### src/rtl/round_sequencer.sv
// Round controller for the reaction game: seeds the LFSR, runs a random pre-target delay,
// times the player's reaction in prescaled ticks and tracks foul, timeout and best score.
module round_sequencer #(
    parameter int unsigned LFSR_W    = 8,
    parameter int unsigned TICK_DIV  = 1000,
    parameter int unsigned MIN_DELAY = 16,
    parameter int unsigned TIMEOUT   = 2000,
    parameter int unsigned CNT_W     = 12
) (
    input  logic              clk,
    input  logic              reset,
    input  logic              start,
    input  logic              button,
    input  logic [LFSR_W-1:0] lfsr_value,
    output logic              lfsr_reset,
    output logic              lfsr_en,
    output logic              target_on,
    output logic              busy,
    output logic [CNT_W-1:0]  result,
    output logic              result_valid,
    output logic              foul,
    output logic              timeout_flag,
    output logic [CNT_W-1:0]  best,
    output logic [2:0]        state
);

    localparam int unsigned PreW = (TICK_DIV > 1) ? $clog2(TICK_DIV) : 1;
    localparam int unsigned DlyW = LFSR_W + 1;

    typedef enum logic [2:0] {
        StInit  = 3'd0,
        StIdle  = 3'd1,
        StLoad  = 3'd2,
        StWait  = 3'd3,
        StReact = 3'd4,
        StDone  = 3'd5
    } state_e;

    state_e            state_q, state_d;
    logic [PreW-1:0]   presc_q;
    logic [DlyW-1:0]   delay_q;
    logic [CNT_W-1:0]  cnt_q, result_q, best_q;
    logic              foul_q, timeout_q, valid_q;
    logic              lfsr_reset_q, lfsr_en_q, target_on_q, busy_q;
    logic              tick, timeout_hit;
    logic [CNT_W-1:0]  press_val;

    assign tick        = (presc_q == PreW'(TICK_DIV - 1));
    // A press on a tick cycle counts that tick.
    assign press_val   = cnt_q + CNT_W'(tick);
    assign timeout_hit = tick && ((cnt_q + CNT_W'(1)) == CNT_W'(TIMEOUT));

    always_comb begin
        state_d = state_q;
        unique case (state_q)
            StInit:         state_d = StIdle;
            StIdle, StDone: if (start) state_d = StLoad;
            StLoad:         state_d = StWait;
            StWait: begin
                if (button) begin
                    state_d = StDone;
                end else if (tick && delay_q == DlyW'(1)) begin
                    state_d = StReact;
                end
            end
            StReact:        if (button || timeout_hit) state_d = StDone;
            default:        state_d = StInit;
        endcase
    end

    always_ff @(posedge clk or posedge reset) begin
        if (reset) begin
            state_q      <= StInit;
            presc_q      <= '0;
            delay_q      <= '0;
            cnt_q        <= '0;
            result_q     <= '0;
            best_q       <= '1;
            foul_q       <= 1'b0;
            timeout_q    <= 1'b0;
            valid_q      <= 1'b0;
            lfsr_reset_q <= 1'b1;
            lfsr_en_q    <= 1'b0;
            target_on_q  <= 1'b0;
            busy_q       <= 1'b0;
        end else begin
            state_q      <= state_d;
            valid_q      <= 1'b0;
            // Free-running wrap also clears the prescaler on the WAIT->REACT tick.
            presc_q      <= tick ? '0 : presc_q + 1'b1;
            lfsr_reset_q <= (state_d == StInit);
            lfsr_en_q    <= state_d inside {StIdle, StWait, StReact, StDone};
            target_on_q  <= (state_d == StReact);
            busy_q       <= state_d inside {StLoad, StWait, StReact};
            case (state_q)
                StLoad: begin
                    delay_q   <= DlyW'(MIN_DELAY) + DlyW'(lfsr_value);
                    foul_q    <= 1'b0;
                    timeout_q <= 1'b0;
                    presc_q   <= '0;
                    cnt_q     <= '0;
                end
                StWait: begin
                    if (button) begin
                        foul_q <= 1'b1;
                    end else if (tick && delay_q != DlyW'(1)) begin
                        delay_q <= delay_q - 1'b1;
                    end
                end
                StReact: begin
                    if (button) begin
                        result_q <= press_val;
                        valid_q  <= 1'b1;
                        if (press_val < best_q) best_q <= press_val;
                    end else if (timeout_hit) begin
                        timeout_q <= 1'b1;
                        result_q  <= CNT_W'(TIMEOUT);
                    end else if (tick) begin
                        cnt_q <= cnt_q + 1'b1;
                    end
                end
                default: ;
            endcase
        end
    end

    assign lfsr_reset   = lfsr_reset_q;
    assign lfsr_en      = lfsr_en_q;
    assign target_on    = target_on_q;
    assign busy         = busy_q;
    assign result       = result_q;
    assign result_valid = valid_q;
    assign foul         = foul_q;
    assign timeout_flag = timeout_q;
    assign best         = best_q;
    assign state        = state_q;

endmodule

### config.mk
export PLATFORM = sky130hd
export DESIGN_NAME = round_sequencer
export DESIGN_NICKNAME = d
export VERILOG_FILES = /design/src/rtl/round_sequencer.sv
export SDC_FILE = /design/constraint.sdc
export NUM_CORES = 1
export LEC_CHECK = 0
export ABC_AREA = 0
export BUFFER_PORTS_ARGS = -buffer_cell sky130_fd_sc_hd__buf_2
export CAP_MARGIN = 10
export CORE_UTILIZATION = 25
export DETAILED_ROUTE_END_ITERATION = 7
export MAX_ROUTING_LAYER = met4
export PLACE_DENSITY = 0.46
export SYNTH_ARGS = -nofsm -noshare
export SYNTH_HDL_FRONTEND = slang
export SYNTH_SLANG_ARGS = --single-unit
### constraint.sdc
create_clock -name clk -period 6.7 [get_ports clk]
set_input_delay 0 -clock clk [delete_from_list [all_inputs] [get_ports clk]]
set_output_delay 0 -clock clk [all_outputs]
set_load 0.05 [all_outputs]
Yosys cells after proc, flatten, opt, wreduce, memory -nomap -nowiden:

Index checks and enable logic that the tools add are counted.
Widths: inputs -> output; s select.

* output and inout bits: 34
* register bits: 65
* input port bits: 12
* logic and storage cells: 81

* eq/ne operators: 21
* multiplexer cells: 23
* reductions and logical operators: 18
* magnitude comparators: 1
* add/subtract/negate cells: 5

Operators with widths (count)
* $mux 12: 5
* $pmux 12 s2: 1
* $mux 10: 2
* $mux 9: 2
* $pmux 9 s2: 1
* $pmux 3 s5: 1
* $ne 2x2->1 const B: 7
* $add 12x1->12: 1
* $add 12x1->12 const B: 1
* $eq 12x11->1 const B: 1
* $eq 3x2->1 const B: 4
* $eq 3x3->1 const B: 4
* $lt 12x12->1: 1
* $mux 3: 4
* $add 10x1->10 const B: 1
* $eq 10x10->1 const B: 1
* $add 5x8->9 const A: 1
* $eq 9x1->1 const B: 1
* $ne 9x1->1 const B: 1
* $reduce_and 3->1: 3
* $sub 9x1->9 const B: 1
* $eq 3x1->1 const B: 2
* $logic_not 3->1: 2
* $reduce_bool 2->1: 3
* 9 further kinds: 17

Logic depth before layout (Yosys ltp):

* word-level depth: 8
* mapped depth: 17
* gate-level depth less buffers: 15

Least setup slack after synthesis:

No wires, ideal clock.

* kind: flip-flop to flip-flop
* from: reg presc_q[0]
* to: reg best_q[0] (netlist: best[0])
* arrival: 3.487 ns
* buffers on the path: 2
* stages on the path, launching flop included: 17
* setup slack: 3.131 ns
* library setup time: 0.082 ns
* data required time: 6.618 ns
* clock period less this slack: 3.569 ns
* cells stage by stage: dfrtp_1 ha_1 nand4b_1 or3_1 buf_6 clkinv_4 ha_1 and3_1 nand3_1 nor2_1 xor2_1 ha_1 nand4_1 o31a_1 o211ai_1 clkbuf_1 mux2_2

* word-level cells in the longest chain between the ends: 4

Ends and longest elaborated chain
* start, declared: RTL line 40 `logic [PreW-1:0] presc_q;`
* start signal, assigned: RTL line 90 `presc_q <= tick ? '0 : presc_q + 1'b1;`
* $eq 10x10->1: RTL line 48 `assign tick = (presc_q == PreW'(TICK_DIV - 1));`
* $add 12x1->12: RTL line 50 `assign press_val = cnt_q + CNT_W'(tick);`
* via press_val[7]: RTL line 46 `logic [CNT_W-1:0] press_val;`
* $lt 12x12->1: RTL line 114 `if (press_val < best_q) best_q <= press_val;`
* $reduce_and 3->1 (no source line)
* end signal, assigned: RTL line 114
* end, declared: RTL line 42 `logic [CNT_W-1:0] cnt_q, result_q, best_q;`

The timed path passes the listed nets, and every way through them passes these cells.
A chain may end at the register's enable or synchronous reset.

Worst setup path after layout:

* from: reg presc_q[0]
* to: reg best_q[10] (netlist: best[10])

The elaborated chain is that of the path after synthesis.

==> out/qor.txt <==
cell taking the most area after synthesis -> dfrtp_1
Worst setup EP type -> flop
DP Wirelength -> 6.31 mm
outcome -> completed
fmax -> 0.238 GHz
unrepaired setup endpoints after global routing -> no
Layout Utilization -> 30.8%
num ports -> 46
clk slew on worst S/H paths -> 0.05 ns
XOR/XNOR Fraction of Synth Area -> 5.43%
Filler Cell Count -> 1513
Max VDD drop -> 257 uV
setup TNS -> 0 ns
crit path kind -> flop to flop
final hold violations -> 0
CTS Buf Count -> 9
Clock Latency Late Sink -> 0.33 ns
top cells by area, synth -> dfrtp_1 (35%), dfstp_2 (9.2%), ha_1 (6.1%)
Pre-antenna DRT Iters -> 4
GRT Overall Usage -> 13.1%
Routed WL -> 8.99 mm
CTS max path bufs -> 2
initial antenna violation count -> 0
initial core utilization -> 25.6%
DRT iter0 DRCs -> 149
number of synthesized flops with an enable pin -> 0
Root Driver -> clkbuf_16
final worst path period need -> 4.20 ns
Reg2Reg Depth -> 14
CP Max Fanout -> 12
core box area -> 14500 sq um
clock sink total -> 65
Vias/cell -> 4.78
CTS H-tree lvls -> 3
post-synth top area share -> 35.1%
Avg Inst Size Synth -> 9.18 sq um
top post-synthesis cells by count -> dfrtp_1 (52), nor2_1 (50), nand2_1 (35)
final slew viol count -> 0
DR WL/cell -> 14.2 um
# rows -> 44
Most used DFF post-synth -> dfrtp_1
crit path from -> presc_q[0]
Post-Synth Simple-Gate Area -> 20.6%
Mapped Nets -> 434
area of the die -> 15300 sq um
post-synthesis sequential area ratio -> 44.3%
actual slew at the worst max-slew pin -> 1.21 ns
Ys Warns -> 0
Die H -> 124 um
Yosys reg bits -> 65
most common cell in the netlist -> dfrtp_1
ys async rst share -> 100%
Post-Synthesis Cell Area -> 3710 sq um
Maximum Capacitance Violations -> 0
Layout area overhead -> 20.3%
Synth cell types -> 53
worst path required time -> 6.95 ns
Vias -> 3036
arrival time worst endpoint -> 4.45 ns
Inserted Diodes -> 0
# DRC -> 0
largest net degree at the start of global routing -> 66
area fraction in compound gates after synthesis -> 14.5%
first-pass GRT wire length -> 14.8 mm
routability cong. -> 0.855
Post-Syn Instances -> 404
Worst setup SP type -> flop
Post-DRT Antenna Nets -> 0
total power -> 0.00164 W
TritonCTS clock tree -> done
Port Buf Inserts -> 45
total grt overflow -> 0
multiplexer area fraction after synthesis -> 3.91%
Synth Area in Adders -> 6.07%
power per cell area -> 369 nW/um^2
Final WS setup -> 2.50 ns
# nets final -> 476
period utilisation layout -> 62.6%
setup bufs post-CTS -> 0
leakage -> 2.05 nW
Worst slew margin -> 18.9%
layout cells sized above 1 -> 19.5%
Hold Path Class -> primary input to flop
pre-CTS WS -> 2.45 ns
Die Wd -> 124 um
Worst Hold Depth -> 3
Fin Clk Skew -> 0.00745 ns
endpoints failing setup -> 0
reg2reg start -> presc_q[0]
largest family of logic cells by synthesized area -> simple AND/OR/NAND/NOR gates
min-delay src -> button
vias in the first global route -> 2927
state kept, by name (all words and copies together) (netlist names):
register	cells
state	3
cnt_q	12
result	12
best	12
lfsr_en	1
delay_q	9
presc_q	10
busy	1
timeout_flag	1
result_valid	1
foul	1
lfsr_reset	1
target_on	1
cell usage in the layout (no fill, tap or decap), drive strengths merged, types with 3 or more instances in the layout:
cell | netlist | final
dfrtp | 52 | 52
nor2 | 50 | 50
buf | 8 | 46
nand2 | 35 | 35
inv | 24 | 24
nand3 | 22 | 22
o21ai | 21 | 21
ha | 18 | 18
clkbuf | 13 | 14
a21oi | 13 | 13
nor3 | 13 | 13
dfstp | 13 | 13
xor2 | 12 | 12
mux2 | 12 | 12
xnor2 | 11 | 11
a31oi | 8 | 8
nor4 | 6 | 6
and3 | 6 | 6
a21o | 6 | 6
dlygate4sd3 | 0 | 6
nand2b | 5 | 5
o31ai | 5 | 5
o22ai | 4 | 4
o22a | 4 | 4
nor2b | 4 | 4
or3 | 3 | 3
nand4 | 3 | 3
and2 | 3 | 3
area by class of cell:
cell class | count | area [sq um] | share of cell area, %
timing repair buffer | 52 | 293 | 6.56
clock buffer | 14 | 264 | 5.92
multi-input combinational | 293 | 1870 | 42.0
sequential | 65 | 1640 | 36.8
inverter | 25 | 98.8 | 2.22
clock inverter | 2 | 60.1 | 1.35
tap | 184 | 230 | 5.16
stage by stage:
stage / area (sq um) / cells / hold WS [ns]
after global placement: 4080 / 613 / 0.275
after floorplan: 3710 / 404 / 0.181
after global routing: 4460 / 635 / 0.0454
after detailed placement: 4080 / 613 / 0.316
final: 4460 / 635 / 0.0363
after CTS: 4460 / 635 / 0.0206
repair_timing:
action                                 4_1_cts  5_1_grt
hold buffers                                 6        0
endpoints found under the hold margin       57        0
gates resized for setup                      0        0
metal layers:
metal	vias to the layer above	routed length, um	track usage [%]
met1	1441	4370	16.3
met4	0	136	4.67
met5	-	0	-
li1	1502	-	-
met3	13	461	3.48
met2	80	4020	20.4
path summary, 6_finish.rpt:
| path | slack (ns) | endpoint |
|---|---|---|
| max | 2.50 | best[10] |
| min | 0.04 | foul |
| max reg2reg | 2.50 | best[10] |
| min reg2reg | 0.48 | presc_q[0] |
| max in group asynchronous | 5.68 | delay_q[5] |
| min in group asynchronous | 0.47 | result[1] |
critical path, cell delays in order (launching register included):
cell and delay (ns):
dfrtp_1 0.37, ha_1 0.22, nand4b_1 0.11, or3_1 0.47, clkinv_4 0.11, ha_1 0.16, and3_1 0.21, nand3_1 0.11
nor2_1 0.14, xor2_1 0.27, ha_1 0.19, nand4_1 0.09, o31a_1 0.30, o211ai_1 0.96, mux2_2 0.42
report_power, final:
part	total (W)	switching (W)	internal, W
clock	0.000513	0.000166	0.000346
sequential	0.000594	0.000105	0.000489
combinational	0.000538	0.000363	0.000175
logic make-up (layout without fill, tap and decap cells):
family | Yosys count | count (layout)
AND/OR/NAND/NOR | 158 | 158
flip-flops | 65 | 65
XOR/XNOR | 23 | 23
AO/OA/AOI/OAI | 81 | 81
adder cells (fa/ha/maj) | 18 | 18
multiplexers | 13 | 13
buffers and inverters | 46 | 93
No activity file was read; power rests on OpenSTA's default activity.
